==> config.mk <==
export PLATFORM = sky130hd
export DESIGN_NAME = i2s_frame_sched_flat
export DESIGN_NICKNAME = d
export VERILOG_FILES = /design/src/rtl/i2s_frame_sched_if.sv /design/src/rtl/i2s_frame_sched.sv /design/src/flat_wrapper.sv
export SDC_FILE = /design/constraint.sdc
export NUM_CORES = 1
export LEC_CHECK = 0
export ABC_CLOCK_PERIOD_IN_PS = 1900
export CAP_MARGIN = 30
export CORE_ASPECT_RATIO = 0.75
export CORE_MARGIN = 2
export CORE_UTILIZATION = 35
export CTS_CLUSTER_DIAMETER = 30
export CTS_CLUSTER_SIZE = 10
export DETAILED_ROUTE_END_ITERATION = 12
export DONT_BUFFER_PORTS = 1
export MAX_ROUTING_LAYER = met4
export PLACE_DENSITY = 0.54
export SLEW_MARGIN = 20
export SYNTH_ARGS = -nofsm -noshare
export SYNTH_HDL_FRONTEND = slang
export SYNTH_SLANG_ARGS = --single-unit
==> constraint.sdc <==
create_clock -name sclk -period 1.9 [get_ports sclk]
set_input_delay 0.38 -clock sclk [delete_from_list [all_inputs] [get_ports sclk]]
set_output_delay 0.38 -clock sclk [all_outputs]
set_load 0.02 [all_outputs]
==> src/rtl/i2s_frame_sched_if.sv <==
`timescale 1ns/1ps
// DSP-engine handshake and frame-stable settings shared between the frame
// scheduler (master) and the chorus/effect DSP engine (slave).
interface i2s_frame_sched_if;
    logic       dsp_ready_i;
    logic       dsp_done_i;
    logic       dsp_start_o;
    logic       dsp_chan_o;
    logic [3:0] freq_setting_o;
    logic [3:0] scale_factor_o;

    modport master (
        input  dsp_ready_i,
        input  dsp_done_i,
        output dsp_start_o,
        output dsp_chan_o,
        output freq_setting_o,
        output scale_factor_o
    );

    modport slave (
        output dsp_ready_i,
        output dsp_done_i,
        input  dsp_start_o,
        input  dsp_chan_o,
        input  freq_setting_o,
        input  scale_factor_o
    );
endinterface

==> src/rtl/i2s_frame_sched.sv <==
`timescale 1ns/1ps
// Frame-level sequencer: tracks WS, issues one DSP job per completed channel
// word, latches settings at frame starts, sequences I2S reset, flags faults.
module i2s_frame_sched #(
    parameter int DATA_W         = 16,
    parameter int STARTUP_FRAMES = 4
) (
    input  logic       sclk,
    input  logic       rst,
    input  logic       ws_i,
    input  logic [3:0] freq_setting_i,
    input  logic [3:0] scale_factor_i,
    output logic       rst_i2s_n_o,
    output logic       err_o,
    i2s_frame_sched_if.master dsp
);
    localparam int               CNT_W      = $clog2(DATA_W + 2);
    localparam logic [CNT_W-1:0] CNT_DONE   = CNT_W'(DATA_W);
    localparam logic [CNT_W-1:0] CNT_SAT    = CNT_W'(DATA_W + 1);
    localparam logic [7:0]       LAST_FRAME = 8'(STARTUP_FRAMES - 1);

    typedef enum logic [2:0] {
        ST_INIT,
        ST_SYNC,
        ST_IDLE,
        ST_PEND,
        ST_START,
        ST_BUSY
    } state_t;

    state_t           state_reg;
    logic             ws_q_reg;
    logic [CNT_W-1:0] cnt_reg;
    logic [7:0]       frame_cnt_reg;
    logic             cur_chan_reg;

    logic ws_edge;
    logic ws_fall;
    logic word_done;
    logic short_word;
    logic in_frame;
    logic take_word;
    logic latch_settings;

    assign ws_edge    = (ws_i != ws_q_reg);
    assign ws_fall    = ws_edge & ~ws_i;
    assign word_done  = (cnt_reg == CNT_DONE);
    assign short_word = (cnt_reg < CNT_DONE);
    assign in_frame   = (state_reg != ST_INIT) && (state_reg != ST_SYNC);

    // A word completing in the same cycle the running job finishes is
    // handled exactly as if the engine had already been idle.
    assign take_word = word_done &&
                       ((state_reg == ST_IDLE) ||
                        ((state_reg == ST_BUSY) && dsp.dsp_done_i));

    assign latch_settings = ws_fall &&
                            ((state_reg == ST_SYNC) || (state_reg == ST_IDLE) ||
                             (state_reg == ST_BUSY) || (state_reg == ST_PEND));

    always_ff @(posedge sclk or negedge rst) begin
        if (!rst) begin
            state_reg          <= ST_INIT;
            ws_q_reg           <= 1'b0;
            cnt_reg            <= '0;
            frame_cnt_reg      <= '0;
            cur_chan_reg       <= 1'b0;
            rst_i2s_n_o        <= 1'b0;
            err_o              <= 1'b0;
            dsp.dsp_start_o    <= 1'b0;
            dsp.dsp_chan_o     <= 1'b0;
            dsp.freq_setting_o <= '0;
            dsp.scale_factor_o <= '0;
        end else begin
            ws_q_reg        <= ws_i;
            dsp.dsp_start_o <= 1'b0;

            if (ws_edge) begin
                cnt_reg <= '0;
            end else if (cnt_reg != CNT_SAT) begin
                cnt_reg <= cnt_reg + 1'b1;
            end

            if (latch_settings) begin
                dsp.freq_setting_o <= freq_setting_i;
                dsp.scale_factor_o <= scale_factor_i;
            end

            // Short half-frame: drop any pending word and resynchronise; a
            // job already running on the engine finishes without tracking.
            if (in_frame && ws_edge && short_word) begin
                err_o     <= 1'b1;
                state_reg <= ST_SYNC;
            end else if (take_word) begin
                cur_chan_reg <= ws_q_reg;
                if (dsp.dsp_ready_i) begin
                    dsp.dsp_start_o <= 1'b1;
                    dsp.dsp_chan_o  <= ws_q_reg;
                    state_reg       <= ST_START;
                end else begin
                    state_reg <= ST_PEND;
                end
            end else begin
                case (state_reg)
                    ST_INIT: begin
                        if (ws_fall) begin
                            frame_cnt_reg <= frame_cnt_reg + 8'd1;
                            if (frame_cnt_reg == LAST_FRAME) begin
                                state_reg   <= ST_SYNC;
                                rst_i2s_n_o <= 1'b1;
                            end
                        end
                    end
                    ST_SYNC: begin
                        if (ws_fall) begin
                            cur_chan_reg <= 1'b0;
                            state_reg    <= ST_IDLE;
                        end
                    end
                    ST_PEND: begin
                        if (word_done) begin
                            err_o <= 1'b1;
                        end
                        if (dsp.dsp_ready_i) begin
                            dsp.dsp_start_o <= 1'b1;
                            dsp.dsp_chan_o  <= cur_chan_reg;
                            state_reg       <= ST_START;
                        end
                    end
                    ST_START: begin
                        state_reg <= ST_BUSY;
                    end
                    ST_BUSY: begin
                        if (dsp.dsp_done_i) begin
                            state_reg <= ST_IDLE;
                        end else if (word_done) begin
                            err_o <= 1'b1;
                        end
                    end
                    default: begin
                    end
                endcase
            end
        end
    end
endmodule
==> src/flat_wrapper.sv <==
// flat-port wrapper written by rule: the top's interface ports become plain ports
module i2s_frame_sched_flat 
#(
    parameter int DATA_W         = 16,
    parameter int STARTUP_FRAMES = 4
)
  (sclk, rst, ws_i, freq_setting_i, scale_factor_i, rst_i2s_n_o, err_o, dsp_dsp_ready_i, dsp_dsp_done_i, dsp_dsp_start_o, dsp_dsp_chan_o, dsp_freq_setting_o, dsp_scale_factor_o);
  i2s_frame_sched_if dsp_i ();
  input  logic sclk;
  input  logic rst;
  input  logic ws_i;
  input  logic [3:0] freq_setting_i;
  input  logic [3:0] scale_factor_i;
  output logic rst_i2s_n_o;
  output logic err_o;
  input wire logic [$bits(dsp_i.dsp_ready_i)-1:0] dsp_dsp_ready_i;
  input wire logic [$bits(dsp_i.dsp_done_i)-1:0] dsp_dsp_done_i;
  output wire logic [$bits(dsp_i.dsp_start_o)-1:0] dsp_dsp_start_o;
  output wire logic [$bits(dsp_i.dsp_chan_o)-1:0] dsp_dsp_chan_o;
  output wire logic [$bits(dsp_i.freq_setting_o)-1:0] dsp_freq_setting_o;
  output wire logic [$bits(dsp_i.scale_factor_o)-1:0] dsp_scale_factor_o;
  assign dsp_i.dsp_ready_i = dsp_dsp_ready_i;
  assign dsp_i.dsp_done_i = dsp_dsp_done_i;
  assign dsp_dsp_start_o = dsp_i.dsp_start_o;
  assign dsp_dsp_chan_o = dsp_i.dsp_chan_o;
  assign dsp_freq_setting_o = dsp_i.freq_setting_o;
  assign dsp_scale_factor_o = dsp_i.scale_factor_o;
  i2s_frame_sched #(.DATA_W(DATA_W), .STARTUP_FRAMES(STARTUP_FRAMES)) u_core (.sclk(sclk), .rst(rst), .ws_i(ws_i), .freq_setting_i(freq_setting_i), .scale_factor_i(scale_factor_i), .rst_i2s_n_o(rst_i2s_n_o), .err_o(err_o), .dsp(dsp_i));
endmodule
==> flow_summary_export.csv, run 1 <==
group,metric,value,unit
logic_synthesis,synthTopCellsByArea,"sky130_fd_sc_hd__dfrtp_1 48%, sky130_fd_sc_hd__mux2_2 7.2%, sky130_fd_sc_hd__ha_1 4.0%",
detailed_routing,route.vias.total,1046,
detailed_routing,drtAntennaViolNets,0,
worst_setup_path,cp.required,2.07,ns
placed_design,gpl.final_weighted_congestion,0.851,
clocking,clk_path_buf_depth,2,
worst_setup_path,worst_setup_path_end_kind,"flop",
worst_setup_path,crit_path_start_kind,"flop",
finish,post_route_cells_drive_above_1_share,27.4,%
pwr,power.clock.fraction,24.7,%
floorplanning,core,4390,sq um
finish,num_antenna_cells,0,
finish,flip_flop_count_of_the_largest_register_after_layout,8,
pwr,combPwrFrac,30.9,%
pwr,power.switching,0.963,mW
grt,track_usage,14.5,%
clocking,tritoncts.num_buffers,5,
pwr,internal-power,1.68,mW
grt,initial_antenna_violation_count,0,
sta,final-hold-violation-count,0,
logic_synthesis,synth_flop_cell,"sky130_fd_sc_hd__dfrtp_1",
detailed_routing,first_iter_violations,75,
finish,filler_cells_inserted,422,
logic_synthesis,synth_async_sr_flop_share,100,%
floorplanning,top_level_ports,25,
logic_synthesis,syn-instance-count,134,
pwr,power_frac_seq,44.4,%
detailed_routing,drc,0,
hold_path,hold_path_class,"primary input to flop",
run,maxCapViolCount,0,
sta,setup-violations-final,0,
clocking,clock_tree_from_tritoncts,"built",
clocking,clkLatencyLatePin,0.28,ns
detailed_routing,routed_wl_per_cell,15.0,microns
worst_setup_path,worst_ep_arrival_time,1.97,ns
grt,grt_max_degree,31,
floorplanning,die_width,81.2,microns
pwr,power_consumption,2.64,mW
pwr,total_leakage_power,0.789,nW
pwr,netSwitchingFraction,36.5,%
floorplanning,chipHeight,61.9,microns
clocking,cts_sinks,30,
hold_path,hp-start,"ws_i",
detailed_routing,detailedRoute.firstPassIterationCount,4,
logic_synthesis,synth_top_cell_by_area,"sky130_fd_sc_hd__dfrtp_1",
grt,global_route_wire_length_before_repair,5.13,mm
sta,tightestPinTransition,0.427,ns
sta,timing_max_transition_violations_final,0,
sta,timing.slew.headroom,71.4,%
detailed_routing,detailed_route_wl,3.04,mm
finish,nNetsFinal,164,
logic_synthesis,synth_top_cell_area_share,48.0,%
pwr,p_per_area,1460,nW/um^2
outcome,outcome,"finished clean",
worst_setup_path,setup.worst_path.class,"flop to flop",
clocking,h_tree_level_count,2,
worst_setup_path,critical_path.max_fanout,3,
floorplanning,placement_rows,21,
logic_synthesis,synth_warnings,0,
sta,fmaxAchievable,553,MHz
grt,first_global_vias,1053,
grt,grt.overflow.total,0,
sta,finalCritPeriodShare,95.1,%
clocking,cts.reportedPaths.clkPinSlew,0.06,ns
sta,fin_skew,0.00223,ns
finish,layout-area-overhead-vs-synth,16.0,%
clocking,cts_setup_buffers,0,
logic_synthesis,post-synth-top-count-cell,"sky130_fd_sc_hd__dfrtp_1",
placed_design,placement.io_buffers,0,
logic_synthesis,synth-edff-count,0,
floorplanning,initial_core_utilization,35.6,%
logic_synthesis,ys_ff_latch,30,
worst_setup_path,worst_r2r_startpoint,"u_core.frame_cnt_reg[0]$_DFFE_PN0P_",
logic_synthesis,synthesis.nets,152,
sta,min_period,1.81,ns
finish,final-instance-count-excl-fill,203,
placed_design,dp_hpwl,2.20,mm
logic_synthesis,synth_common_cells,"30 x sky130_fd_sc_hd__dfrtp_1, 10 x sky130_fd_sc_hd__mux2_2, 8 x sky130_fd_sc_hd__nand2_1, 8 x sky130_fd_sc_hd__nor2_1, 7 x sky130_fd_sc_hd__inv_1",
logic_synthesis,post_synth_num_cell_types,45,
worst_setup_path,cp-startpoint,"u_core.frame_cnt_reg[0]$_DFFE_PN0P_",
pwr,irDropWorstVdd,0.000891,V
detailed_routing,route.detailed.vias_per_inst,5.15,
clocking,ctsRootBufferMaster,"sky130_fd_sc_hd__clkbuf_8",
floorplanning,fp.dieArea,5020,sq um
logic_synthesis,syn-mean-instance-area,11.7,sq um
logic_synthesis,synth_area,1560,sq um
placed_design,post-place-cells,194,
logic_synthesis,synth.yosys.seq_area_share,48.0,%
-- layout by cell type, fill, tap and decap left out, types with 2 or more instances in the layout --
cell / n
sky130_fd_sc_hd__a31o_2: 2
sky130_fd_sc_hd__and2_1: 3
sky130_fd_sc_hd__buf_4: 6
sky130_fd_sc_hd__clkbuf_8: 6
sky130_fd_sc_hd__dfrtp_1: 30
sky130_fd_sc_hd__ha_1: 4
sky130_fd_sc_hd__inv_1: 7
sky130_fd_sc_hd__mux2_2: 10
sky130_fd_sc_hd__mux2i_1: 2
sky130_fd_sc_hd__nand2_1: 8
sky130_fd_sc_hd__nand3_1: 2
sky130_fd_sc_hd__nand4_1: 3
sky130_fd_sc_hd__nor2_1: 8
sky130_fd_sc_hd__nor2b_1: 4
sky130_fd_sc_hd__nor3b_1: 4
sky130_fd_sc_hd__o21ai_0: 4
sky130_fd_sc_hd__o22a_1: 2
sky130_fd_sc_hd__or2_2: 2
sky130_fd_sc_hd__xnor2_1: 6
sky130_fd_sc_hd__xor2_1: 4
-- final cells by class --
class	instances	area [sq um]	share of cell area, %
timing repair buffer	8	75.1	4.14
multi-input combinational	94	778	42.9
tap	57	71.3	3.93
inverter	7	26.3	1.45
clock inverter	1	30.0	1.66
sequential	30	751	41.4
clock buffer	6	82.6	4.55
-- power by group through the flow --
stage | clock, mW | combinational (mW) | sequential [mW]
6_report | 0.653 | 0.816 | 1.17
5_1_grt | 0.703 | 0.912 | 1.20
4_1_cts | 0.663 | 0.785 | 1.17
3_5_place_dp | 0 | 0.761 | 1.18
3_3_place_gp | 0 | 0.749 | 1.17
2_1_floorplan | 0 | 0.653 | 1.11
-- through the flow --
step                      TNS [ns]  setup WS, ns  utilization, %  hold slack [ns]  area, sq um
after CTS                        0        0.0589            40.9            0.118         1800
after detailed placement         0        0.0749            37.7           0.0857         1650
after floorplan                  0        0.0909               -           0.0844         1560
after global placement           0        0.0854            37.7           0.0856         1650
final                            0        0.0932            41.3            0.123         1810
after global routing       -0.0113       -0.0113            41.3            0.103         1810
-- timing repair --
action                     4_1_cts  5_1_grt
hold endpoints to repair        30        0
hold buffers                     2        0
resized for setup                0        3
setup endpoints to repair        0        1
-- final timing paths --
| check | depth (start not counted) | slack, ns | to |
|---|---|---|---|
| hold reg to reg | 1 | 0.48 | u_core.frame_cnt_reg[7]$_DFFE_PN0P_ |
| setup reg to reg | 5 | 0.09 | u_core.state_reg[2]$_DFFE_PN0P_ |
| max in group asynchronous | 2 | 1.19 | u_core.cur_chan_reg$_DFFE_PN0P_ |
| hold / removal | 0 | 0.12 | u_core.ws_q_reg$_DFF_PN0_ |
| setup / recovery | 5 | 0.09 | u_core.state_reg[2]$_DFFE_PN0P_ |
| min in group asynchronous | 2 | 0.55 | u_core.frame_cnt_reg[5]$_DFFE_PN0P_ |
-- worst max-delay path, stage by stage (launching register included) --
cell	delay (ns)
sky130_fd_sc_hd__dfrtp_1	0.39
sky130_fd_sc_hd__ha_2	0.21
sky130_fd_sc_hd__or4b_4	0.49
sky130_fd_sc_hd__o211ai_4	0.18
sky130_fd_sc_hd__nand3_2	0.12
sky130_fd_sc_hd__a221o_1	0.30
-- kinds of logic after synthesis --
logic type / Yosys count / synth area share (%)
AND/OR/NAND/NOR: 45 / 18.6
flip-flops: 30 / 48.0
AO/OA/AOI/OAI: 22 / 12.0
multiplexers: 12 / 8.48
XOR/XNOR: 10 / 5.60
buffers and inverters: 10 / 3.36
adder cells (fa/ha/maj): 5 / 4.00
-- metal layers --
layer | GRT usage (%) | up-vias | part of all wire, %
li1 | - | 503 | -
met1 | 18.9 | 511 | 50
met2 | 19.7 | 26 | 42
met3 | 7.08 | 6 | 7.5
met4 | 4.84 | 0 | 1.3
met5 | - | - | 0
(Power assumes the default switching activity.)
==> run 2: changes to the inputs <==
Settings changed: MAX_ROUTING_LAYER met4 to unset.
==> flow_summary_export.csv, run 2 (synthesis results as in run 1) <==
group,metric,value,unit
pwr,netSwitchingFraction,36.4,%
outcome,outcome,"finished clean",
worst_setup_path,worst_ep_arrival_time,1.97,ns
pwr,combPwrFrac,30.9,%
worst_setup_path,rrSetupSlack,0.1,ns
placed_design,gpl.final_weighted_congestion,0.838,
sta,tightestPinTransition,0.427,ns
worst_setup_path,setup.worst_path.class,"flop to flop",
pwr,total_leakage_power,0.789,nW
worst_setup_path,cp-startpoint,"u_core.frame_cnt_reg[0]$_DFFE_PN0P_",
sta,post-route-worst-setup-slack,0.0967,ns
finish,commonest_non_fill_non_tap_cell_in_the_layout,"sky130_fd_sc_hd__dfrtp_1",
worst_setup_path,crit_path_start_kind,"flop",
floorplanning,core,4390,sq um
detailed_routing,drc,0,
pwr,power.clock.fraction,24.6,%
worst_setup_path,cp.required,2.07,ns
hold_path,hold_path_class,"primary input to flop",
placed_design,placement.io_buffers,0,
clocking,cts.reportedPaths.clkPinSlew,0.06,ns
finish,top_library_cells_by_usage_in_the_layout_fill_and_taps_aside,"30 x sky130_fd_sc_hd__dfrtp_1, 10 x sky130_fd_sc_hd__mux2_2, 8 x sky130_fd_sc_hd__nand2_1, 8 x sky130_fd_sc_hd__nor2_1, 7 x sky130_fd_sc_hd__inv_1",
sta,setup-violations-final,0,
detailed_routing,detailedRoute.firstPassIterationCount,4,
finish,flip_flop_count_of_the_largest_register_after_layout,8,
pwr,power.switching,0.961,mW
sta,finalCritPeriodShare,94.9,%
grt,initial_antenna_violation_count,0,
pwr,irDropWorstVdd,0.000886,V
floorplanning,chipHeight,61.9,microns
worst_setup_path,critical_path.max_fanout,3,
grt,track_usage,14.1,%
placed_design,dp_worst_setup_slack,0.0749,ns
pwr,power_frac_seq,44.4,%
clocking,tritoncts.num_buffers,5,
clocking,clock_tree_from_tritoncts,"built",
sta,finalSetupTns,0,ns
worst_setup_path,worst_setup_path_end_kind,"flop",
sta,final-hold-violation-count,0,
pwr,p_per_area,1460,nW/um^2
floorplanning,die_width,81.2,microns
finish,final_util,41.3,%
finish,nNetsFinal,164,
clocking,cts_setup_buffers,0,
sta,timing.slew.headroom,71.4,%
finish,post_route_cells_drive_above_1_share,27.4,%
detailed_routing,first_iter_violations,83,
detailed_routing,route.detailed.vias_per_inst,5.20,
sta,min_period,1.80,ns
placed_design,dp_hpwl,2.20,mm
sta,fmaxAchievable,555,MHz
finish,postLayoutCellArea,1810,sq um
run,maxCapViolCount,0,
clocking,clk_path_buf_depth,2,
worst_setup_path,r2r-end,"u_core.state_reg[2]$_DFFE_PN0P_",
floorplanning,fp.dieArea,5020,sq um
clocking,clkLatencyLatePin,0.28,ns
sta,timing_max_transition_violations_final,0,
pwr,internal-power,1.68,mW
placed_design,dpl-instance-area,1650,sq um
pwr,power_consumption,2.64,mW
finish,layout-area-overhead-vs-synth,16.0,%
detailed_routing,drtAntennaViolNets,0,
detailed_routing,detailed_route_wl,3.03,mm
floorplanning,top_level_ports,25,
sta,fin_skew,0.00332,ns
floorplanning,initial_core_utilization,35.6,%
grt,first_global_vias,1054,
floorplanning,placement_rows,21,
worst_setup_path,crit_end,"u_core.state_reg[2]$_DFFE_PN0P_",
clocking,cts_sinks,30,
clocking,ctsRootBufferMaster,"sky130_fd_sc_hd__clkbuf_8",
clocking,h_tree_level_count,2,
grt,grt_max_degree,31,
grt,global_route_wire_length_before_repair,5.14,mm
grt,grt.overflow.total,0,
detailed_routing,route.vias.total,1055,
detailed_routing,routed_wl_per_cell,14.9,microns
worst_setup_path,worst-r2r-cell-count,5,
finish,num_antenna_cells,0,
worst_setup_path,worst_r2r_startpoint,"u_core.frame_cnt_reg[0]$_DFFE_PN0P_",
-- run 2: cell counts in the layout (fill, tap and decap cells not counted) --
No cell type changed its count.
-- run 2: metrics by stage --
stage | hold slack, ns | std cells
floorplan | 0.0844 | 134
global placement | 0.0856 | 194
detailed placement | 0.0857 | 194
CTS | 0.118 | 203
global route | 0.105 | 203
finish | 0.125 | 203
-- run 2: cell type report --
type / count / area (sq um)
clock inverters: 1 / 30.0
well taps: 57 / 71.3
multi-input cells: 94 / 778
repair buffers: 8 / 75.1
clock buffers: 6 / 82.6
inverters: 7 / 26.3
flip-flops and latches: 30 / 751
fillers: 422 / 2570
-- run 2: critical path, stage by stage (launching register included) --
cell                       delay [ns]
sky130_fd_sc_hd__dfrtp_1         0.38
sky130_fd_sc_hd__ha_2            0.21
sky130_fd_sc_hd__or4b_4          0.49
sky130_fd_sc_hd__o211ai_4        0.18
sky130_fd_sc_hd__nand3_2         0.12
sky130_fd_sc_hd__a221o_1         0.30
-- run 2: worst min path at each step --
stage                     cells after the start  startpoint  slack (ns)                                  end
after floorplan                               0         rst        0.08        u_core.cnt_reg[0]$_DFFE_PN0P_
after global placement                        0         rst        0.09  u_core.frame_cnt_reg[6]$_DFFE_PN0P_
after detailed placement                      0         rst        0.09  u_core.frame_cnt_reg[5]$_DFFE_PN0P_
after CTS                                     0        ws_i        0.12            u_core.ws_q_reg$_DFF_PN0_
after global routing                          0        ws_i        0.11            u_core.ws_q_reg$_DFF_PN0_
final                                         0        ws_i        0.13            u_core.ws_q_reg$_DFF_PN0_
-- run 2: power by group through the flow --
stage	clock network [mW]	logic [mW]	registers, mW
floorplan	0	0.653	1.11
global placement	0	0.749	1.17
detailed placement	0	0.761	1.18
CTS	0.663	0.785	1.17
global route	0.700	0.912	1.20
finish	0.651	0.816	1.17
-- run 2: timing repair --
item,4_1_cts,5_1_grt
resized for setup,0,3
hold buffers,2,0
endpoints found under the hold margin,30,0
endpoints found under the setup margin,0,1
-- run 2: metal layers --
layer	up-vias	global-route usage [%]	share of wire [%]
met2	28	19.8	42
met3	6	6.07	6.8
met4	0	7.02	1.3
met1	518	18.6	50
li1	503	-	-
met5	-	0	0
==> run 3: changes to the inputs <==
Settings changed: ABC_AREA set to 1, CAP_MARGIN 30 to 20.
==> flow_summary_export.csv, run 3 <==
group,metric,value,unit
floorplanning,initial_core_utilization,36.3,%
finish,multi_input_comb_area,736,sq um
grt,initial_antenna_violation_count,0,
worst_setup_path,critical_path.max_fanout,8,
finish,num_antenna_cells,0,
floorplanning,die_width,82.3,microns
sta,rsz0062_at_grt,"no",
sta,finalCritPeriodShare,85.5,%
pwr,combPwrFrac,15.3,%
finish,regArea,751,sq um
placed_design,dp_worst_setup_slack,0.250,ns
placed_design,gpl.final_weighted_congestion,0.798,
logic_synthesis,synth_async_sr_flop_share,100,%
logic_synthesis,synth_flop_cell,"sky130_fd_sc_hd__dfrtp_1",
sta,post-route-worst-setup-slack,0.276,ns
pwr,irDropWorstVdd,0.000303,V
clocking,tritoncts.num_buffers,5,
grt,global_route_wire_length_before_repair,4.93,mm
sta,min_period,1.62,ns
finish,commonest_non_fill_non_tap_cell_in_the_layout,"sky130_fd_sc_hd__nand2_1",
detailed_routing,detailedRoute.firstPassIterationCount,4,
grt,first_global_vias,1161,
finish,post_route_cells_drive_above_1_share,19.9,%
worst_setup_path,setup.worst_path.class,"flop to flop",
floorplanning,top_level_ports,25,
detailed_routing,routed_wl_per_cell,12.3,microns
finish,layout-area-overhead-vs-synth,9.09,%
logic_synthesis,synthTopCellsByArea,"sky130_fd_sc_hd__dfrtp_1 47%, sky130_fd_sc_hd__nand2_1 8.6%, sky130_fd_sc_hd__mux2_2 5.6%",
sta,finalSetupTns,0,ns
sta,fin_hold_ws,0.131,ns
clocking,h_tree_level_count,2,
grt,grt.overflow.total,0,
logic_synthesis,synth_top_cell_area_share,46.6,%
run,maxCapViolCount,0,
floorplanning,core,4440,sq um
logic_synthesis,synth_warnings,0,
pwr,internal-power,1.07,mW
sta,timing_max_transition_violations_final,0,
clocking,ctsRootBufferMaster,"sky130_fd_sc_hd__clkbuf_8",
logic_synthesis,synth_common_cells,"37 x sky130_fd_sc_hd__nand2_1, 30 x sky130_fd_sc_hd__dfrtp_1, 19 x sky130_fd_sc_hd__inv_1",
worst_setup_path,cp.required,2.06,ns
logic_synthesis,syn-instance-count,170,
logic_synthesis,syn-mean-instance-area,9.47,sq um
worst_setup_path,crit_path_start_kind,"flop",
logic_synthesis,post-synth-top-count-cell,"sky130_fd_sc_hd__nand2_1",
logic_synthesis,synth_area,1610,sq um
sta,tightestPinTransition,0.486,ns
pwr,p_per_area,860,nW/um^2
pwr,power.clock.fraction,31.1,%
worst_setup_path,worst_setup_path_end_kind,"flop",
floorplanning,fp.dieArea,5160,sq um
grt,grt_max_degree,31,
pwr,power.switching,0.440,mW
detailed_routing,first_iter_violations,56,
detailed_routing,route.detailed.vias_per_inst,4.82,
logic_synthesis,ys_ff_latch,30,
pwr,total_leakage_power,0.893,nW
finish,flip_flop_count_of_the_largest_register_after_layout,8,
clocking,cts_setup_buffers,0,
finish,top_library_cells_by_usage_in_the_layout_fill_and_taps_aside,"37 x sky130_fd_sc_hd__nand2_1, 30 x sky130_fd_sc_hd__dfrtp_1, 19 x sky130_fd_sc_hd__inv_1, 14 x sky130_fd_sc_hd__nand3_1, 9 x sky130_fd_sc_hd__nor2_1",
logic_synthesis,synth.yosys.seq_area_share,46.6,%
clocking,clkLatencyLatePin,0.27,ns
finish,filler_cells_inserted,441,
floorplanning,placement_rows,21,
clocking,clk_path_buf_depth,2,
sta,fmaxAchievable,616,MHz
logic_synthesis,post_synth_num_cell_types,30,
logic_synthesis,synth-edff-count,0,
detailed_routing,drc,0,
sta,timing.slew.headroom,67.6,%
detailed_routing,drtAntennaViolNets,0,
pwr,power_frac_seq,53.7,%
sta,final-hold-violation-count,0,
sta,setup-violations-final,0,
worst_setup_path,worst_ep_arrival_time,1.79,ns
placed_design,placement.io_buffers,0,
finish,nNetsFinal,194,
floorplanning,chipHeight,62.7,microns
placed_design,dp_hpwl,2.19,mm
detailed_routing,detailed_route_wl,2.87,mm
hold_path,hold_path_class,"primary input to flop",
clocking,cts_sinks,30,
pwr,netSwitchingFraction,29.2,%
logic_synthesis,synth_top_cell_by_area,"sky130_fd_sc_hd__dfrtp_1",
clocking,clock_tree_from_tritoncts,"built",
detailed_routing,route.vias.total,1122,
clocking,cts.reportedPaths.clkPinSlew,0.06,ns
grt,track_usage,12.6,%
sta,fin_skew,0.00225,ns
logic_synthesis,synthesis.nets,188,
outcome,outcome,"finished clean",
-- run 3: cell types whose count changed after synthesis, sizes merged, moves of 5 or more --
cell,previous run,this run
nor2,8,13
inv,7,22
a21oi,1,6
nand3,3,18
nand2,8,42
xnor2,6,1
-- run 3: cell type report --
class | instances | share of cell area (%)
flip-flops and latches | 30 | 42.7
multi-input cells | 115 | 41.9
inverters | 22 | 5.13
repair buffers | 2 | 1.71
clock buffers | 5 | 3.92
well taps | 57 | 4.06
clock inverters | 2 | 0.570
-- run 3: power by group through the flow --
stage	Combinational, mW	Sequential [mW]	Clock, mW
3_5_place_dp	0.217	0.821	0
2_1_floorplan	0.185	0.801	0
6_report	0.231	0.810	0.469
5_1_grt	0.269	0.826	0.528
3_3_place_gp	0.207	0.819	0
4_1_cts	0.238	0.811	0.488
-- run 3: kinds of logic after synthesis --
group	synth area share (%)
AO/OA/AOI/OAI	7.30
buffers and inverters	7.69
AND/OR/NAND/NOR	24.6
adder cells (fa/ha/maj)	3.89
multiplexers	5.59
XOR/XNOR	4.35
flip-flops	46.6
-- run 3: layer usage --
metal	global-route usage (%)	wire length [microns]
met2	19.2	1270
met1	15.5	1310
met3	5.20	250
met4	5.63	36
met5	0	0
-- run 3: critical path: stages, from the launching register on --
cell and delay [ns]:
sky130_fd_sc_hd__dfrtp_1 0.39, sky130_fd_sc_hd__ha_1 0.35, sky130_fd_sc_hd__nor2_1 0.20, sky130_fd_sc_hd__o21ai_4 0.12, sky130_fd_sc_hd__nand3_1 0.11, sky130_fd_sc_hd__inv_1 0.05, sky130_fd_sc_hd__nand2_1 0.07, sky130_fd_sc_hd__nand3_2 0.09
sky130_fd_sc_hd__nand2_1 0.07, sky130_fd_sc_hd__nand2_1 0.06
-- run 3: final timing paths --
kind / start / endpoint / slack (ns) / depth (start not counted)
setup / recovery: u_core.ws_q_reg$_DFF_PN0_ / u_core.state_reg[2]$_DFFE_PN0P_ / 0.28 / 9
hold / removal: ws_i / u_core.ws_q_reg$_DFF_PN0_ / 0.13 / 0
setup reg to reg: u_core.ws_q_reg$_DFF_PN0_ / u_core.state_reg[2]$_DFFE_PN0P_ / 0.28 / 9
hold reg to reg: u_core.frame_cnt_reg[0]$_DFFE_PN0P_ / u_core.frame_cnt_reg[0]$_DFFE_PN0P_ / 0.52 / 1
max in group asynchronous: rst / u_core.cnt_reg[4]$_DFFE_PN0P_ / 1.18 / 2
min in group asynchronous: rst / u_core.frame_cnt_reg[3]$_DFFE_PN0P_ / 0.55 / 2
-- run 3: per-stage QoR --
step | power (mW) | cell area, sq um | util [%] | instances
after floorplan | 0.986 | 1610 | - | 170
after global placement | 1.03 | 1650 | 37.1 | 224
after detailed placement | 1.04 | 1650 | 37.1 | 224
after CTS | 1.54 | 1760 | 39.6 | 233
after global routing | 1.62 | 1760 | 39.6 | 233
final | 1.51 | 1760 | 39.6 | 233
-- run 3: timing repair --
action                                  4_1_cts  5_1_grt
hold endpoints to repair                     30        0
resized for setup                             0        0
endpoints found under the setup margin        0        0
hold buffers                                  2        0
